==> src/rtl/imem_loader_if.sv <==
// imem_loader_if: UART line in, instruction memory write port and processor reset out.
interface imem_loader_if #(parameter int ADDR_W = 8);
  logic              rxd;
  logic              im_we;
  logic [ADDR_W-1:0] im_addr;
  logic [31:0]       im_wdata;
  logic              cpu_rstd;
  logic              busy;
  logic              done;
  logic              err;
  modport master (output rxd, input im_we, im_addr, im_wdata, cpu_rstd, busy, done, err);
  modport slave  (input rxd, output im_we, im_addr, im_wdata, cpu_rstd, busy, done, err);
endinterface

==> src/rtl/imem_loader.sv <==
// imem_loader: UART 8N1 boot loader writing a checksummed program into instruction memory,
// then releasing the processor reset.
module imem_loader #(
  parameter int CLKS_PER_BIT = 16,
  parameter int ADDR_W       = 8
) (
  input logic         clk,
  input logic         rstd,
  imem_loader_if.slave bus
);
  localparam int CW = $clog2(CLKS_PER_BIT);
  typedef enum logic [1:0] {RX_IDLE, RX_START, RX_DATA, RX_STOP} rx_t;
  typedef enum logic [1:0] {FR_WAIT, FR_DATA, FR_CHECK, FR_RUN} fr_t;
  rx_t               r_rx_st, w_rx_nx;
  fr_t               r_fr_st, w_fr_nx;
  logic              r_rx1, r_rxs;
  logic [CW-1:0]     r_cnt;
  logic [2:0]        r_bit;
  logic [7:0]        r_sh, r_last, r_widx, r_xor;
  logic [1:0]        r_bcnt;
  logic [31:0]       r_word, r_wdata;
  logic [ADDR_W-1:0] r_addr;
  logic              r_we, r_run, r_busy, r_err;
  logic              w_tick, w_bv, w_ferr, w_last_b;
  // The start bit is checked at its centre, so every later sample lands mid-bit too
  assign w_tick   = r_cnt == CW'(r_rx_st == RX_START ? CLKS_PER_BIT / 2 - 1 : CLKS_PER_BIT - 1);
  assign w_bv     = r_rx_st == RX_STOP && w_tick && r_rxs;
  assign w_ferr   = r_rx_st == RX_STOP && w_tick && !r_rxs && r_fr_st != FR_RUN;
  assign w_last_b = w_bv && r_fr_st == FR_DATA && r_bcnt == 2'd3;
  always_comb begin
    w_rx_nx = r_rx_st;
    case (r_rx_st)
      RX_IDLE:  w_rx_nx = r_rxs ? RX_IDLE : RX_START;
      RX_START: if (w_tick) w_rx_nx = r_rxs ? RX_IDLE : RX_DATA;
      RX_DATA:  if (w_tick && r_bit == 3'd7) w_rx_nx = RX_STOP;
      default:  if (w_tick) w_rx_nx = RX_IDLE;
    endcase
  end
  always_ff @(posedge clk or negedge rstd) begin
    if (!rstd) begin
      r_rx1   <= 1'b1;
      r_rxs   <= 1'b1;
      r_rx_st <= RX_IDLE;
      r_cnt   <= '0;
      r_bit   <= '0;
      r_sh    <= '0;
    end else begin
      r_rx1   <= bus.rxd;
      r_rxs   <= r_rx1;
      r_rx_st <= w_rx_nx;
      r_cnt   <= (r_rx_st == RX_IDLE || w_tick) ? '0 : r_cnt + 1'b1;
      if (r_rx_st == RX_DATA && w_tick) begin
        r_bit <= r_bit + 1'b1;
        r_sh  <= {r_rxs, r_sh[7:1]};
      end
    end
  end
  always_comb begin
    w_fr_nx = r_fr_st;
    case (r_fr_st)
      FR_WAIT:  if (w_bv) w_fr_nx = FR_DATA;
      FR_DATA:  if (w_ferr) w_fr_nx = FR_WAIT;
                else if (w_last_b && r_widx == r_last) w_fr_nx = FR_CHECK;
      FR_CHECK: if (w_ferr) w_fr_nx = FR_WAIT;
                else if (w_bv) w_fr_nx = r_sh == r_xor ? FR_RUN : FR_WAIT;
      default:  w_fr_nx = FR_RUN;
    endcase
  end
  // A COUNT of 0 gives r_last = 255, i.e. a 256-word load
  always_ff @(posedge clk or negedge rstd) begin
    if (!rstd) begin
      r_fr_st <= FR_WAIT;
      r_last  <= '0;
      r_widx  <= '0;
      r_xor   <= '0;
      r_bcnt  <= '0;
      r_word  <= '0;
      r_wdata <= '0;
      r_addr  <= '0;
      r_we    <= 1'b0;
      r_run   <= 1'b0;
      r_busy  <= 1'b0;
      r_err   <= 1'b0;
    end else begin
      r_fr_st <= w_fr_nx;
      r_we    <= w_last_b;
      if (r_fr_st == FR_WAIT && w_bv) begin
        r_last <= r_sh - 1'b1;
        r_widx <= '0;
        r_bcnt <= '0;
        r_xor  <= '0;
        r_err  <= 1'b0;
        r_busy <= 1'b1;
      end
      if (r_fr_st == FR_DATA && w_bv) begin
        r_word <= {r_sh, r_word[31:8]};
        r_xor  <= r_xor ^ r_sh;
        r_bcnt <= r_bcnt + 1'b1;
      end
      if (w_last_b) begin
        r_wdata <= {r_sh, r_word[31:8]};
        r_addr  <= ADDR_W'(r_widx);
        r_widx  <= r_widx + 1'b1;
      end
      if (w_ferr || (r_fr_st == FR_CHECK && w_bv)) r_busy <= 1'b0;
      if (w_ferr || (r_fr_st == FR_CHECK && w_bv && r_sh != r_xor)) r_err <= 1'b1;
      if (r_fr_st == FR_CHECK && w_bv && r_sh == r_xor) r_run <= 1'b1;
    end
  end
  assign bus.im_we    = r_we;
  assign bus.im_addr  = r_addr;
  assign bus.im_wdata = r_wdata;
  assign bus.cpu_rstd = r_run;
  assign bus.done     = r_run;
  assign bus.busy     = r_busy;
  assign bus.err      = r_err;
endmodule

==> src/flat_wrapper.sv <==
// flat-port wrapper written by rule: the top's interface ports become plain ports
module imem_loader_flat 
#(
  parameter int CLKS_PER_BIT = 16,
  parameter int ADDR_W       = 8
)
  (clk, rstd, bus_rxd, bus_im_we, bus_im_addr, bus_im_wdata, bus_cpu_rstd, bus_busy, bus_done, bus_err);
  imem_loader_if #(.ADDR_W(ADDR_W)) bus_i ();
  input logic clk;
  input logic rstd;
  input wire logic [$bits(bus_i.rxd)-1:0] bus_rxd;
  output wire logic [$bits(bus_i.im_we)-1:0] bus_im_we;
  output wire logic [$bits(bus_i.im_addr)-1:0] bus_im_addr;
  output wire logic [$bits(bus_i.im_wdata)-1:0] bus_im_wdata;
  output wire logic [$bits(bus_i.cpu_rstd)-1:0] bus_cpu_rstd;
  output wire logic [$bits(bus_i.busy)-1:0] bus_busy;
  output wire logic [$bits(bus_i.done)-1:0] bus_done;
  output wire logic [$bits(bus_i.err)-1:0] bus_err;
  assign bus_i.rxd = bus_rxd;
  assign bus_im_we = bus_i.im_we;
  assign bus_im_addr = bus_i.im_addr;
  assign bus_im_wdata = bus_i.im_wdata;
  assign bus_cpu_rstd = bus_i.cpu_rstd;
  assign bus_busy = bus_i.busy;
  assign bus_done = bus_i.done;
  assign bus_err = bus_i.err;
  imem_loader #(.CLKS_PER_BIT(CLKS_PER_BIT), .ADDR_W(ADDR_W)) u_core (.clk(clk), .rstd(rstd), .bus(bus_i));
endmodule
==> config.mk <==
export PLATFORM = sky130hd
export DESIGN_NAME = imem_loader_flat
export DESIGN_NICKNAME = d
export VERILOG_FILES = /design/src/rtl/imem_loader_if.sv /design/src/rtl/imem_loader.sv /design/src/flat_wrapper.sv
export SDC_FILE = /design/constraint.sdc
export NUM_CORES = 1
export LEC_CHECK = 0
export ABC_AREA = 1
export BUFFER_PORTS_ARGS = -buffer_cell sky130_fd_sc_hd__buf_2
export CAP_MARGIN = 20
export CELL_PAD_IN_SITES_DETAIL_PLACEMENT = 0
export CELL_PAD_IN_SITES_GLOBAL_PLACEMENT = 1
export CORE_MARGIN = 8
export CORE_UTILIZATION = 41
export DETAILED_ROUTE_END_ITERATION = 7
export HOLD_SLACK_MARGIN = 0.02
export PLACE_DENSITY_LB_ADDON = 0.1
export RECOVER_POWER = 50
export SYNTH_ARGS = -nofsm -noshare
export SYNTH_HDL_FRONTEND = slang
export SYNTH_SLANG_ARGS = --single-unit
==> constraint.sdc <==
create_clock -name clk -period 1.45 [get_ports clk]
set_input_delay 0.2175 -clock clk [delete_from_list [all_inputs] [get_ports clk]]
set_output_delay 0.2175 -clock clk [all_outputs]
set_load 0.02 [all_outputs]
==> results.yml <==
run_status:
  outcome: "finished, violations left"
  violations: "negative setup slack"
critical_path:
  rrSetupSlack_ns: -0.14
  cp_max_fo: 10
  crit_path_max_incr_delay_ns: 0.35
  crit_arrival_ns: 1.89
  r2r-start: "u_core.r_cnt[1]"
  crit_path_start_kind: "register"
  worstPathRequired_ns: 1.75
  path_class: "register to register"
  crit_chain: "ha_2 -> nand2_2 -> inv_2 -> nand4_4 -> nor2_4 -> nand3_4 -> buf_6 -> clkbuf_16 -> nand2_1 -> o21ai_1"
  cp-end-kind: "register"
  crit_slowest_cell: "dfrtp_1"
  startpoint: "u_core.r_cnt[1]"
yosys:
  synth-edff-count: 0
  yosys_most_used_dff: "dfrtp_1"
  synth_nets: 541
  syn_area_um2: 4960
  syn_avg_cell_area_um2: 9.32
  async_reset_ff_frac: 1.00
  postSynthCellCount: 532
  yosysWarnings: 0
  yosysSeqAreaShare: 0.581
  synth_cell_types: 35
  ys_ff_latch: 115
clock_tree:
  h-tree-depth: 4
  path_clk_slew_ns: 0.05
  cts-buffers-inserted: 17
  clockBufferDepth: 2
  cts_num_sinks: 115
  ctsRootBufferMaster: "clkbuf_16"
  clk-insertion-delay-late_ns: 0.42
  tritoncts: "built"
timing:
  maxSlewViolCount: 0
  clock.fmax_mhz: 630
  fin_setup_tns_ns: -8.55
  finalHoldViolCount: 0
  rsz0062_at_grt: "true"
  fin_ws_ns: -0.138
  setup_viol: 95
  fin_crit_sh: 1.10
  tightest_slew_ns: 0.709
  slew_headroom: 0.526
  min_period_ns: 1.59
  fin_skew_ns: 0.0147
finish:
  layout.nets: 652
  fillCellCount: 1076
  finalNonFillerCells: 803
  drive_gt1_frac: 0.334
  final_cell_area_um2: 6750
  antenna_cells: 0
  syn_to_final_growth_pct: 36.1
global_routing:
  overflow: 0
  first_global_vias: 3774
  grt_pass1_wl_um: 19100
  antenna_found_initial: 0
  grt_use_total: 0.153
  grt_max_degree: 50
placement:
  dp_worst_setup_slack_ns: -0.189
  port_buffers: 47
  dp_hpwl_um: 7610
  placedCellCount: 757
  globalplace.congestion: 0.775
  placed_area_um2: 5700
routing:
  postRouteAntennaNets: 0
  route.met2.wl_um: 5500
  drc: 0
  vias_per_cell: 4.76
  wl_per_cell_um: 14.4
  wl_met3_um: 451
  drt_wl_total_um: 11600
  wl_met1_um: 5490
  first_pass_iters: 4
  drtIter0Drc: 242
  via_count: 3821
  highest_layer: "met4"
pwr:
  p_per_area_nw_per_um2: 1240
  vdd_drop_max_mv: 0.882
  report.power.total_mw: 8.37
  p_leak_nw: 3.36
floorplanning:
  die_w_um: 126
  dieArea_um2: 15900
  rows: 40
  initial_core_util: 0.416
  fp.coreArea_um2: 11900
  top_level_ports: 48
  die_height_um: 126
min_path:
  hold_class: "primary input to asynchronous set/reset pin"
run:
  max-cap-violations: 0
[critical path: cells and delay by family (launching register included)]
| kind | cells | cell delay [ns] |
|---|---|---|
| simple gates | 5 | 0.48 |
| buf+inv | 3 | 0.40 |
| flops | 1 | 0.35 |
| fa+ha+maj | 1 | 0.19 |
| compound gates | 1 | 0.06 |
[final timing paths]
check                                          end  depth (start not counted)
setup / recovery           u_core.bus.im_wdata[16]                         10
hold / removal               u_core.bus.im_addr[4]                          2
setup reg to reg           u_core.bus.im_wdata[16]                         10
hold reg to reg                       u_core.r_rxs                          0
max in group asynchronous  u_core.bus.im_wdata[17]                          3
min in group clk                      u_core.r_rxs                          0
[cell type report]
type	instances	area, µm²	share of cell area
multi-input combinational	342	1940	0.288
tap	147	184	0.0273
inverter	57	234	0.0347
timing repair buffer	110	918	0.136
clock inverter	9	103	0.0152
clock buffer	23	488	0.0723
sequential	115	2880	0.427
[cells in the final DEF, fill, tap and decap left out, drive strengths merged, types with 3 or more instances in the layout]
cell,instances
buf,103
clkbuf,28
clkinv,4
clkinvlp,3
dfrtp,113
ha,6
inv,57
nand2,162
nand3,24
nor2,24
nor3,4
o21ai,89
o22ai,5
xnor2,6
xor2,10
[synth_stat cells, types with 8 or more instances]
cell,number,area (µm²)
dfrtp_1,113,2830
o21ai_2,9,78.8
o21ai_1,8,40.0
nor2_1,22,82.6
o21ai_0,72,360
inv_1,56,210
xor2_1,10,87.6
nand3_1,23,115
nand2_1,159,597
[cell families (layout without fill, tap and decap cells)]
logic type,after synthesis,in the layout,share of synthesized area
buffers and inverters,76,199,0.0734
XOR/XNOR,16,16,0.0283
AO/OA/AOI/OAI,102,102,0.117
multiplexers,2,2,0.00454
AND/OR/NAND/NOR,215,216,0.180
adder cells (fa/ha/maj),6,6,0.0151
flip-flops,115,115,0.581
[report_power, final]
group	internal [mW]	switching (mW)	total (mW)
registers	3.31	0.0872	3.39
logic	0.334	0.516	0.850
clock network	2.69	1.43	4.13
total	6.33	2.04	8.37
[metal layers]
layer | up-vias | GRT usage
li1 | 1924 | -
met5 | - | 0
met2 | 51 | 0.232
met1 | 1832 | 0.196
met3 | 14 | 0.0443
met4 | 0 | 0.0715
[state kept, by name (all words and copies together), names as in the netlist, 4 cells and up]
signal               count
u_core.r_word           24
u_core.r_cnt             4
u_core.r_sh              8
u_core.r_last            8
u_core.bus.im_wdata     32
u_core.bus.im_addr       8
u_core.r_widx            8
u_core.r_xor             8
[through the flow]
step	util	hold WS [ns]
finish	0.567	0.312
global route	0.567	0.358
CTS	0.551	0.237
detailed placement	0.478	0.132
global placement	0.478	0.129
floorplan	-	-0.0781
[repair_timing]
item / 4_1_cts / 5_1_grt
resized for setup: 60 / 48
endpoints found under the setup margin: 94 / 106
pin swaps: 5 / 6
hold buffers: 2 / 0
cloned: 2 / 4
endpoints found under the hold margin: 57 / 0
buffers inserted: 7 / 0
Power figures use the tool's default switching activity.
